==> src/rtl/mem_port_arbiter.sv <==
// mem_port_arbiter: shares one single-port data memory between the fetch
// port (I) and the load/store port (D), one outstanding transaction at a time.
// Flow: IDLE -> ISSUE -> WAIT (watchdog) -> RESP -> IDLE.
// Optional feature macro: ARB_ROUND_ROBIN_EN. When it is defined, a tie goes
// to the port that was not served last. When it is undefined, D wins ties.
module mem_port_arbiter #(
    parameter int unsigned TIMEOUT = 15
) (
    input  logic        CLK,
    input  logic        RST,
    input  logic        i_req,
    input  logic [31:0] i_addr,
    output logic        i_gnt,
    output logic        i_rvalid,
    output logic [31:0] i_rdata,
    input  logic        d_req,
    input  logic        d_we,
    input  logic [31:0] d_addr,
    input  logic [31:0] d_wd,
    output logic        d_gnt,
    output logic        d_rvalid,
    output logic [31:0] d_rdata,
    output logic        m_valid,
    output logic        m_we,
    output logic [31:0] m_addr,
    output logic [31:0] m_wd,
    input  logic        m_rvalid,
    input  logic [31:0] m_rdata,
    output logic        busy,
    output logic        err
);

    localparam logic [1:0] S_IDLE  = 2'd0;
    localparam logic [1:0] S_ISSUE = 2'd1;
    localparam logic [1:0] S_WAIT  = 2'd2;
    localparam logic [1:0] S_RESP  = 2'd3;

    // Watchdog fires on the WAIT edge where the count would reach TIMEOUT.
    localparam logic [7:0] WD_LAST = 8'(TIMEOUT - 1);

    logic [1:0]  state;
    logic [7:0]  wd_cnt;
    logic        owner_d;    // 1 = D owns the in-flight transaction
    logic        pick_d;     // arbitration result in IDLE
    logic        wait_done;  // leaving WAIT this edge (response or timeout)
    logic [31:0] resp_data;

`ifdef ARB_ROUND_ROBIN_EN
    logic last_owner_d;

    // On a tie the port that was not served last wins.
    always_comb pick_d = d_req & (~i_req | ~last_owner_d);

    // Remember who was served, updated as the transaction enters RESP.
    always_ff @(posedge CLK) begin
        if (RST)            last_owner_d <= 1'b0;
        else if (wait_done) last_owner_d <= owner_d;
    end
`else
    // Fixed priority: D wins every tie.
    always_comb pick_d = d_req;
`endif

    // A response on the watchdog edge wins over the timeout.
    always_comb begin
        wait_done = (state == S_WAIT) && (m_rvalid || (wd_cnt == WD_LAST));
        resp_data = m_rvalid ? m_rdata : 32'h0000_0000;
    end

    assign busy = (state != S_IDLE);

    // Sequencer: latch request, issue, wait under watchdog, return response.
    always_ff @(posedge CLK) begin
        if (RST) begin
            state    <= S_IDLE;
            wd_cnt   <= '0;
            owner_d  <= 1'b0;
            i_gnt    <= 1'b0;
            d_gnt    <= 1'b0;
            m_valid  <= 1'b0;
            m_we     <= 1'b0;
            m_addr   <= '0;
            m_wd     <= '0;
            i_rvalid <= 1'b0;
            d_rvalid <= 1'b0;
            i_rdata  <= '0;
            d_rdata  <= '0;
            err      <= 1'b0;
        end else begin
            // All strobes are single-cycle pulses.
            i_gnt    <= 1'b0;
            d_gnt    <= 1'b0;
            m_valid  <= 1'b0;
            i_rvalid <= 1'b0;
            d_rvalid <= 1'b0;
            err      <= 1'b0;
            case (state)
                S_IDLE: begin
                    if (i_req || d_req) begin
                        // Command registers double as the latched request.
                        owner_d <= pick_d;
                        m_we    <= pick_d & d_we;
                        m_addr  <= pick_d ? d_addr : i_addr;
                        m_wd    <= pick_d ? d_wd : 32'h0000_0000;
                        i_gnt   <= ~pick_d;
                        d_gnt   <= pick_d;
                        m_valid <= 1'b1;
                        state   <= S_ISSUE;
                    end
                end
                S_ISSUE: begin
                    wd_cnt <= '0;
                    state  <= S_WAIT;
                end
                S_WAIT: begin
                    if (wait_done) begin
                        err <= ~m_rvalid;
                        if (owner_d) begin
                            d_rdata  <= resp_data;
                            d_rvalid <= 1'b1;
                        end else begin
                            i_rdata  <= resp_data;
                            i_rvalid <= 1'b1;
                        end
                        state <= S_RESP;
                    end else begin
                        wd_cnt <= wd_cnt + 8'd1;
                    end
                end
                default: state <= S_IDLE;  // S_RESP: rvalid pulses this cycle
            endcase
        end
    end

endmodule

==> config.mk <==
export PLATFORM = sky130hd
export DESIGN_NAME = mem_port_arbiter
export DESIGN_NICKNAME = d
export VERILOG_FILES = /design/src/rtl/mem_port_arbiter.sv
export SDC_FILE = /design/constraint.sdc
export NUM_CORES = 1
export LEC_CHECK = 0
export CAP_MARGIN = 0
export CORE_MARGIN = 10
export CORE_UTILIZATION = 43
export DETAILED_ROUTE_END_ITERATION = 10
export GPL_TIMING_DRIVEN = 0
export HOLD_SLACK_MARGIN = 0.05
export PLACE_DENSITY_LB_ADDON = 0.2
export SETUP_SLACK_MARGIN = 0.02
export SYNTH_ARGS = -nofsm -noshare
export SYNTH_HDL_FRONTEND = slang
export SYNTH_SLANG_ARGS = --single-unit
==> constraint.sdc <==
create_clock -name CLK -period 3.9 [get_ports CLK]
set_input_delay 0.78 -clock CLK [delete_from_list [all_inputs] [get_ports CLK]]
set_output_delay 0.78 -clock CLK [all_outputs]
set_load 0.05 [all_outputs]
### Word level (Yosys, flattened, before mapping)

Cells that the tools add are included.

| word-level totals | value |
|---|---|
| register bits after elaboration | 146 |
| word-level logic and storage cells | 54 |
| output and inout port bits | 136 |

| operators by class | value |
|---|---|
| add/sub/neg operators | 1 |
| bitwise operators | 8 |
| muxes and demuxes | 11 |
| reductions and logical operators | 14 |
| eq/ne operators | 6 |

Operators by type and width:

| operator | count |
|---|---|
| $mux W32 | 3 |
| $pmux W8 S2 | 1 |
| $add A8 B1 Y8 const B | 1 |
| $eq A8 B4 Y1 const B | 1 |
| $mux W8 | 1 |
| $not A1 Y1 | 7 |
| $ne A2 B2 Y1 const B | 3 |
| $pmux W2 S3 | 1 |
| $reduce_and A2 Y1 | 3 |
| $reduce_and A3 Y1 | 2 |
| $reduce_or A3 Y1 | 2 |
| $mux W2 | 2 |
| $reduce_bool A2 Y1 | 2 |
| $mux W1 | 3 |
| $eq A2 B1 Y1 const B | 1 |
| $eq A2 B2 Y1 const B | 1 |
| $logic_not A2 Y1 | 1 |
| $logic_or A1 B1 Y1 | 2 |
| $reduce_or A2 Y1 | 1 |
| $and A1 B1 Y1 | 1 |
| $logic_and A1 B1 Y1 | 1 |

### Depth between registers and ports, before layout

Gate-level depths: netlist (run 1).

| depth | value |
|---|---|
| depth in word-level cells | 5 |
| gate-level depth with buffers | 8 |

### Least setup slack after synthesis (run 1)

No wires, ideal clock.

| timing path | value |
|---|---|
| kind | input-to-reg |
| start point | input port d_req |
| end point | register m_addr[11] |
| buffers on the path | 3 |
| setup slack | 1.888 ns |
| arrival | 1.926 ns |
| stages | 7 |
| cells stage by stage | buf_2 nor2_1 nor2_1 clkbuf_1 buf_1 nor2_1 a211oi_1 |

| on the way | value |
|---|---|
| cells in the longest elaborated chain, start to end | 2 |
| elaborated cells between the ends (all ways) | 3 |

RTL lines:

| item | line | text |
|---|---|---|
| start, declared | 16 | `input logic d_req,` |
| $logic_or A1 B1 Y1 | 99 | `if (i_req \|\| d_req) begin` |
| $reduce_and A2 Y1 (no source line) | n/a |  |
| end signal, assigned | 103 | `m_addr <= pick_d ? d_addr : i_addr;` |
| end, declared | 25 | `output logic [31:0] m_addr,` |

Several ways; a longest one is shown, not always the timed one.
A chain may end at the register's enable or synchronous reset.

### Final worst setup path (run 1)

| timing path | value |
|---|---|
| start point | register state[0] |
| end point | output port busy |

| on the way | value |
|---|---|
| cells in the longest elaborated chain, start to end | 1 |

RTL lines:

| item | line | text |
|---|---|---|
| start, declared | 41 | `logic [1:0] state;` |
| start signal, assigned | 75 | `state <= S_IDLE;` |
| start signal, assigned | 108 | `state <= S_ISSUE;` |
| start signal, assigned | 113 | `state <= S_WAIT;` |
| $reduce_bool A2 Y1 | 70 | `assign busy = (state != S_IDLE);` |
| end, declared | 29 | `output logic busy,` |

Every way passes these cells.

==> results of run 1 <==
synthesized netlist by cell type:
library cell | n | share of area
a211oi_1 | 32 | 0.045
a21o_1 | 1 | 0.0014
a21oi_1 | 17 | 0.016
a21oi_2 | 2 | 0.0033
a22o_1 | 24 | 0.040
a31oi_1 | 1 | 0.0012
a32o_1 | 64 | 0.12
and2_1 | 3 | 0.0035
and3b_1 | 1 | 0.0017
buf_1 | 3 | 0.0021
buf_2 | 10 | 0.0094
clkbuf_1 | 36 | 0.025
dfxtp_1 | 146 | 0.55
ha_1 | 5 | 0.012
inv_1 | 9 | 0.0064
mux2i_1 | 32 | 0.060
nand2_1 | 14 | 0.0099
nand2b_1 | 2 | 0.0024
nand3_1 | 12 | 0.011
nand4_1 | 2 | 0.0024
nand4b_1 | 1 | 0.0017
nand4b_4 | 1 | 0.0045
nor2_1 | 41 | 0.029
nor2b_1 | 5 | 0.0059
nor3_1 | 2 | 0.0019
nor4_1 | 1 | 0.0012
o2111ai_1 | 1 | 0.0017
o21ai_0 | 8 | 0.0076
o21ai_2 | 1 | 0.0017
o311ai_0 | 2 | 0.0033
o31ai_1 | 1 | 0.0014
o41a_1 | 1 | 0.0021
o41ai_1 | 1 | 0.0017
or2_2 | 1 | 0.0012
or3_1 | 5 | 0.0059
or4_1 | 1 | 0.0014
or4b_1 | 1 | 0.0019
kinds of logic after synthesis:
kind of cell,share of synthesized area
AO/OA/AOI/OAI,0.247
adder cells (fa/ha/maj),0.0118
buffers and inverters,0.0434
flip-flops,0.551
multiplexers,0.0604
AND/OR/NAND/NOR,0.0857
final timing paths:
kind	to	startpoint	slack (ns)
min reg2reg	m_wd[18]	m_wd[18]	0.45
max reg2reg	d_rdata[11]	state[0]	1.69
min	m_wd[18]	m_wd[18]	0.45
max	busy	state[0]	1.04
power by group through the flow:
stage               Clock, mW  Sequential, mW  Combinational (mW)
floorplan                   0            2.74               0.661
global placement            0            1.91                2.33
detailed placement          0            1.92                2.37
CTS                      1.60            1.90                2.39
global route             1.68            1.93                2.51
finish                   1.58            1.90                2.38
metrics by stage:
stage | cells | setup slack, ns | instance area (µm²) | hold WS (ns) | utilization
floorplan | 490 | 1.89 | 5300 | 0.458 | -
detailed placement | 925 | 0.970 | 8180 | 0.447 | 0.678
global placement | 925 | 1.03 | 8180 | 0.440 | 0.678
global route | 957 | 0.950 | 8760 | 0.466 | 0.726
finish | 957 | 1.04 | 8760 | 0.454 | 0.726
CTS | 957 | 1.04 | 8760 | 0.457 | 0.726
state kept, by name, indices dropped and copies added, names as in the netlist:
name and count:
d_gnt 1, d_rdata 32, d_rvalid 1, err 1, i_gnt 1, i_rdata 32, i_rvalid 1, m_addr 32
m_valid 1, m_wd 32, m_we 1, owner_d 1, state 2, wd_cnt 8
final cells by class:
cell class	instances	area, µm²	area share
clock buffer	19	443	0.0505
clock inverter	13	136	0.0156
multi-input combinational	286	2150	0.245
buffer	49	196	0.0224
timing repair buffer	267	2670	0.305
tap	168	210	0.0240
inverter	9	33.8	0.00386
sequential	146	2920	0.334
worst max-delay path: stages, from the launching register on:
cell and delay (ns):
dfxtp_1 0.35, inv_1 0.07, ha_1 0.25, inv_1 0.12
clkdlybuf4s50_1 0.86
metal layers:
| layer | up-vias | share of wire |
|---|---|---|
| met1 | 2500 | 0.36 |
| met4 | 0 | 0.030 |
| met5 | - | 0 |
| met2 | 205 | 0.52 |
| li1 | 2433 | - |
| met3 | 41 | 0.093 |
==> results.py, run 1 <==
metrics = {
    "status": {
        "status": "completed",
    },
    "clock_network": {
        "cts_buffers": 17,
        "clockBufferDepth": 2,
        "cts_tree": "done",
        "cts_num_sinks": 146,
        "cts_hold_buf": 0,
        "cts_resized": 0,
        "h-tree-depth": 4,
        "post_cts_buffers": 0,
        "clk_latency_ns": 0.42,
        "clk_pin_slew_ns": 0.06,
        "root_buffer": "clkbuf_16",
    },
    "sta": {
        "rsz0062_at_grt": "no",
        "tns_ns": 0,
        "period_needed_ns": 2.86,
        "max_freq_ghz": 0.350,
        "finalCritPeriodShare": 0.732,
        "setup_viol": 0,
        "tightest_slew_ns": 0.699,
        "slew_violations": 0,
        "relSlewSlack": 0.532,
        "hold_viol": 0,
        "worst_clock_skew_ns": 0.00825,
    },
    "finish": {
        "fillers": 880,
        "final_cell_mix": "clkdlybuf4s50_1 (267), dfxtp_1 (146), a32o_1 (64), nor2_1 (41), clkbuf_1 (37)",
        "drive_gt1_frac": 0.0583,
        "layout_commonest_cell": "clkdlybuf4s50_1",
        "n_antenna_cell": 0,
        "layout.nets": 915,
        "area.growth.synth_to_final_pct": 65.3,
    },
    "floorplan": {
        "die_w_um": 131,
        "pin_count": 270,
        "die_area_mm2": 0.0172,
        "coreArea_mm2": 0.0121,
        "rows": 40,
        "die_y_um": 131,
        "initial_core_util": 0.439,
    },
    "grt": {
        "top_usage_layer": "met2",
        "met2_usage": 0.392,
        "grt_util_all_layers": 0.222,
        "antenna_found_initial": 0,
        "met1_usage": 0.220,
        "grt_pass1_wl_um": 29300,
        "grt_max_degree": 17,
        "met3_usage": 0.0943,
        "grt_overflow": 0,
        "grt_pass1_vias": 5393,
    },
    "place": {
        "place.gp.congestion": 0.876,
        "portBuffers": 267,
        "place_hpwl_um": 15200,
    },
    "hold_path": {
        "hold_depth": 2,
        "hp-class": "reg -> reg",
    },
    "route": {
        "ant_nets": 0,
        "firstDrtPassIters": 4,
        "wl_per_cell_um": 20.4,
        "routed_wl_um": 19500,
        "drt_iter0_markers": 263,
        "vias": 5179,
        "vias_per_cell": 5.41,
        "drcViolationCount": 0,
    },
    "setup_path": {
        "critPathLaunchType": "register",
        "critPathArrivalTime_ns": 2.08,
        "path_max_fanout": 4,
        "ff2ff_path_depth": 8,
        "path_class": "reg -> out",
        "cp.required_ns": 3.12,
        "endpoint_kind": "output port",
    },
    "power": {
        "power_mw": 5.86,
        "leakage_nw": 3.27,
        "swShare": 0.402,
        "p_switching_mw": 2.36,
        "seqPwrFrac": 0.324,
        "pwr-share-clk": 0.270,
        "power.internal_mw": 3.50,
        "vdd_drop_max_v": 0.000342,
        "cellPowerDensity_mw_per_mm2": 669,
        "combPwrFrac": 0.406,
    },
    "yosys": {
        "synth_nets": 629,
        "synthCells": 490,
        "syn_avg_cell_area_um2": 10.8,
        "ys_types": 37,
        "ys_seq_area_frac": 0.551,
        "synth-seq-cells": 146,
        "synthesis.area_mm2": 0.00530,
        "ys_warn_count": 0,
    },
    "run": {
        "drv_cap": 0,
    },
}
(Power assumes the default switching activity.)
==> run 2, diff against run 1 <==
--- a/config.mk
+++ b/config.mk
@@ -7,7 +7,7 @@
 export LEC_CHECK = 0
 export CAP_MARGIN = 0
 export CORE_MARGIN = 10
-export CORE_UTILIZATION = 43
+export CORE_UTILIZATION = 40
 export DETAILED_ROUTE_END_ITERATION = 10
 export GPL_TIMING_DRIVEN = 0
 export HOLD_SLACK_MARGIN = 0.05
==> constraint.sdc (replaced) <==
create_clock -name CLK -period 2.75 [get_ports CLK]
set_input_delay 0.55 -clock CLK [delete_from_list [all_inputs] [get_ports CLK]]
set_output_delay 0.55 -clock CLK [all_outputs]
set_load 0.05 [all_outputs]
==> results.py, run 2 (synthesis gave the netlist of run 1 again) <==
metrics = {
    "clock_network": {
        "h-tree-depth": 4,
        "clk_pin_slew_ns": 0.06,
        "post_cts_buffers": 0,
        "cts_buffers": 17,
        "cts_tree": "done",
        "root_buffer": "clkbuf_16",
        "clk_latency_ns": 0.41,
        "clockBufferDepth": 2,
        "cts_num_sinks": 146,
        "cts_resized": 0,
        "cts_hold_buf": 0,
    },
    "setup_path": {
        "path_class": "reg -> out",
        "cpMostUsedCell": "inv_1",
        "crit_chain": "inv_1 -> ha_1 -> inv_1 -> clkdlybuf4s50_1",
        "cp_slowest_cell": "clkdlybuf4s50_1",
        "critPathLaunchType": "register",
        "endpoint_kind": "output port",
        "path_max_fanout": 4,
        "critPathArrivalTime_ns": 2.05,
        "cp.required_ns": 2.20,
        "max_stage_delay_ns": 0.83,
        "r2r-start": "state[0]",
        "startpoint": "state[0]",
    },
    "grt": {
        "grt_max_degree": 17,
        "grt_pass1_wl_um": 29300,
        "antenna_found_initial": 0,
        "grt_pass1_vias": 5335,
        "grt_util_all_layers": 0.202,
        "grt_overflow": 0,
    },
    "finish": {
        "final_cell_mix": "clkdlybuf4s50_1 (267), dfxtp_1 (146), a32o_1 (64), nor2_1 (41), clkbuf_1 (37)",
        "n_antenna_cell": 0,
        "layout.nets": 915,
        "drive_gt1_frac": 0.0571,
        "layout_commonest_cell": "clkdlybuf4s50_1",
        "area.growth.synth_to_final_pct": 65.2,
    },
    "route": {
        "firstDrtPassIters": 5,
        "wl_per_cell_um": 19.9,
        "drt_iter0_markers": 253,
        "vias": 5177,
        "ant_nets": 0,
        "vias_per_cell": 5.39,
        "drcViolationCount": 0,
        "routed_wl_um": 19100,
    },
    "sta": {
        "max_freq_ghz": 0.385,
        "tns_ns": 0,
        "period_needed_ns": 2.60,
        "rsz0062_at_grt": "no",
        "slew_violations": 0,
        "finalCritPeriodShare": 0.945,
        "setup_viol": 0,
        "relSlewSlack": 0.549,
        "tightest_slew_ns": 0.677,
        "hold_viol": 0,
        "worst_clock_skew_ns": 0.00870,
    },
    "hold_path": {
        "min_from": "m_wd[10]",
        "hp-class": "reg -> reg",
    },
    "power": {
        "cellPowerDensity_mw_per_mm2": 940,
        "power_mw": 8.23,
        "vdd_drop_max_v": 0.000592,
        "leakage_nw": 3.27,
    },
    "floorplan": {
        "die_area_mm2": 0.0183,
        "rows": 41,
        "initial_core_util": 0.415,
        "coreArea_mm2": 0.0128,
        "die_w_um": 135,
        "pin_count": 270,
        "die_y_um": 135,
    },
    "place": {
        "place.gp.congestion": 0.855,
        "portBuffers": 267,
        "place_hpwl_um": 15200,
    },
    "status": {
        "status": "completed",
    },
    "run": {
        "drv_cap": 0,
    },
}
-- run 2: changes by cell type in the layout (fill, tap and decap cells not counted) --
| cell | previous run | this run |
|---|---|---|
| clkinv_4 | 2 | 1 |
| bufinv_16 | 2 | 1 |
| clkinvlp_4 | 4 | 3 |
| inv_6 | 1 | 0 |
| clkbuf_8 | 1 | 4 |
-- run 2: final timing paths --
kind / slack, ns / to / depth (start not counted)
max reg2reg: 0.49 / d_rdata[8] / 8
min reg2reg: 0.45 / m_wd[10] / 2
min: 0.45 / m_wd[10] / 2
max: 0.15 / busy / 4
-- run 2: power by group --
part	switching, mW	internal (mW)
sequential	0.202	2.49
combinational	2.23	1.13
clock	0.851	1.33
-- run 2: metrics by stage --
step | cell area (µm²) | worst slack, ns | hold WS, ns | cells | util
2_1_floorplan | 5300 | 0.837 | 0.458 | 490 | -
3_3_place_gp | 8190 | 0.133 | 0.441 | 929 | 0.641
3_5_place_dp | 8190 | 0.107 | 0.448 | 929 | 0.641
4_1_cts | 8750 | 0.125 | 0.455 | 960 | 0.685
5_1_grt | 8750 | 0.0843 | 0.470 | 960 | 0.685
6_report | 8750 | 0.152 | 0.450 | 960 | 0.685
-- run 2: worst max-delay path, delay by kind of cell (launching register included) --
kind | cells | cell delay (ns)
buffers and inverters | 3 | 1.02
DFF | 1 | 0.36
adders and majority gates | 1 | 0.26
-- run 2: routing by layer --
layer,vias to the layer above,GRT usage,part of all wire
met5,-,0,0
met4,0,0.0903,0.025
met3,31,0.0857,0.098
met2,208,0.351,0.51
met1,2500,0.209,0.36
li1,2438,-,-
-- run 2: cell type report --
type / count / area (µm²)
buffer: 49 / 196
clock inverter: 9 / 81.3
timing repair buffer: 267 / 2670
tap: 172 / 215
fill: 988 / 4020
multi-input combinational: 286 / 2150
sequential: 146 / 2920
inverter: 9 / 33.8
clock buffer: 22 / 484
==> run 3, diff against run 2 <==
--- a/config.mk
+++ b/config.mk
@@ -5,7 +5,7 @@
 export SDC_FILE = /design/constraint.sdc
 export NUM_CORES = 1
 export LEC_CHECK = 0
-export CAP_MARGIN = 0
+export CAP_MARGIN = 20
 export CORE_MARGIN = 10
 export CORE_UTILIZATION = 40
 export DETAILED_ROUTE_END_ITERATION = 10
==> results of run 3 <==
Same layout as run 2: the final DEF is identical, and so are final timing and power.
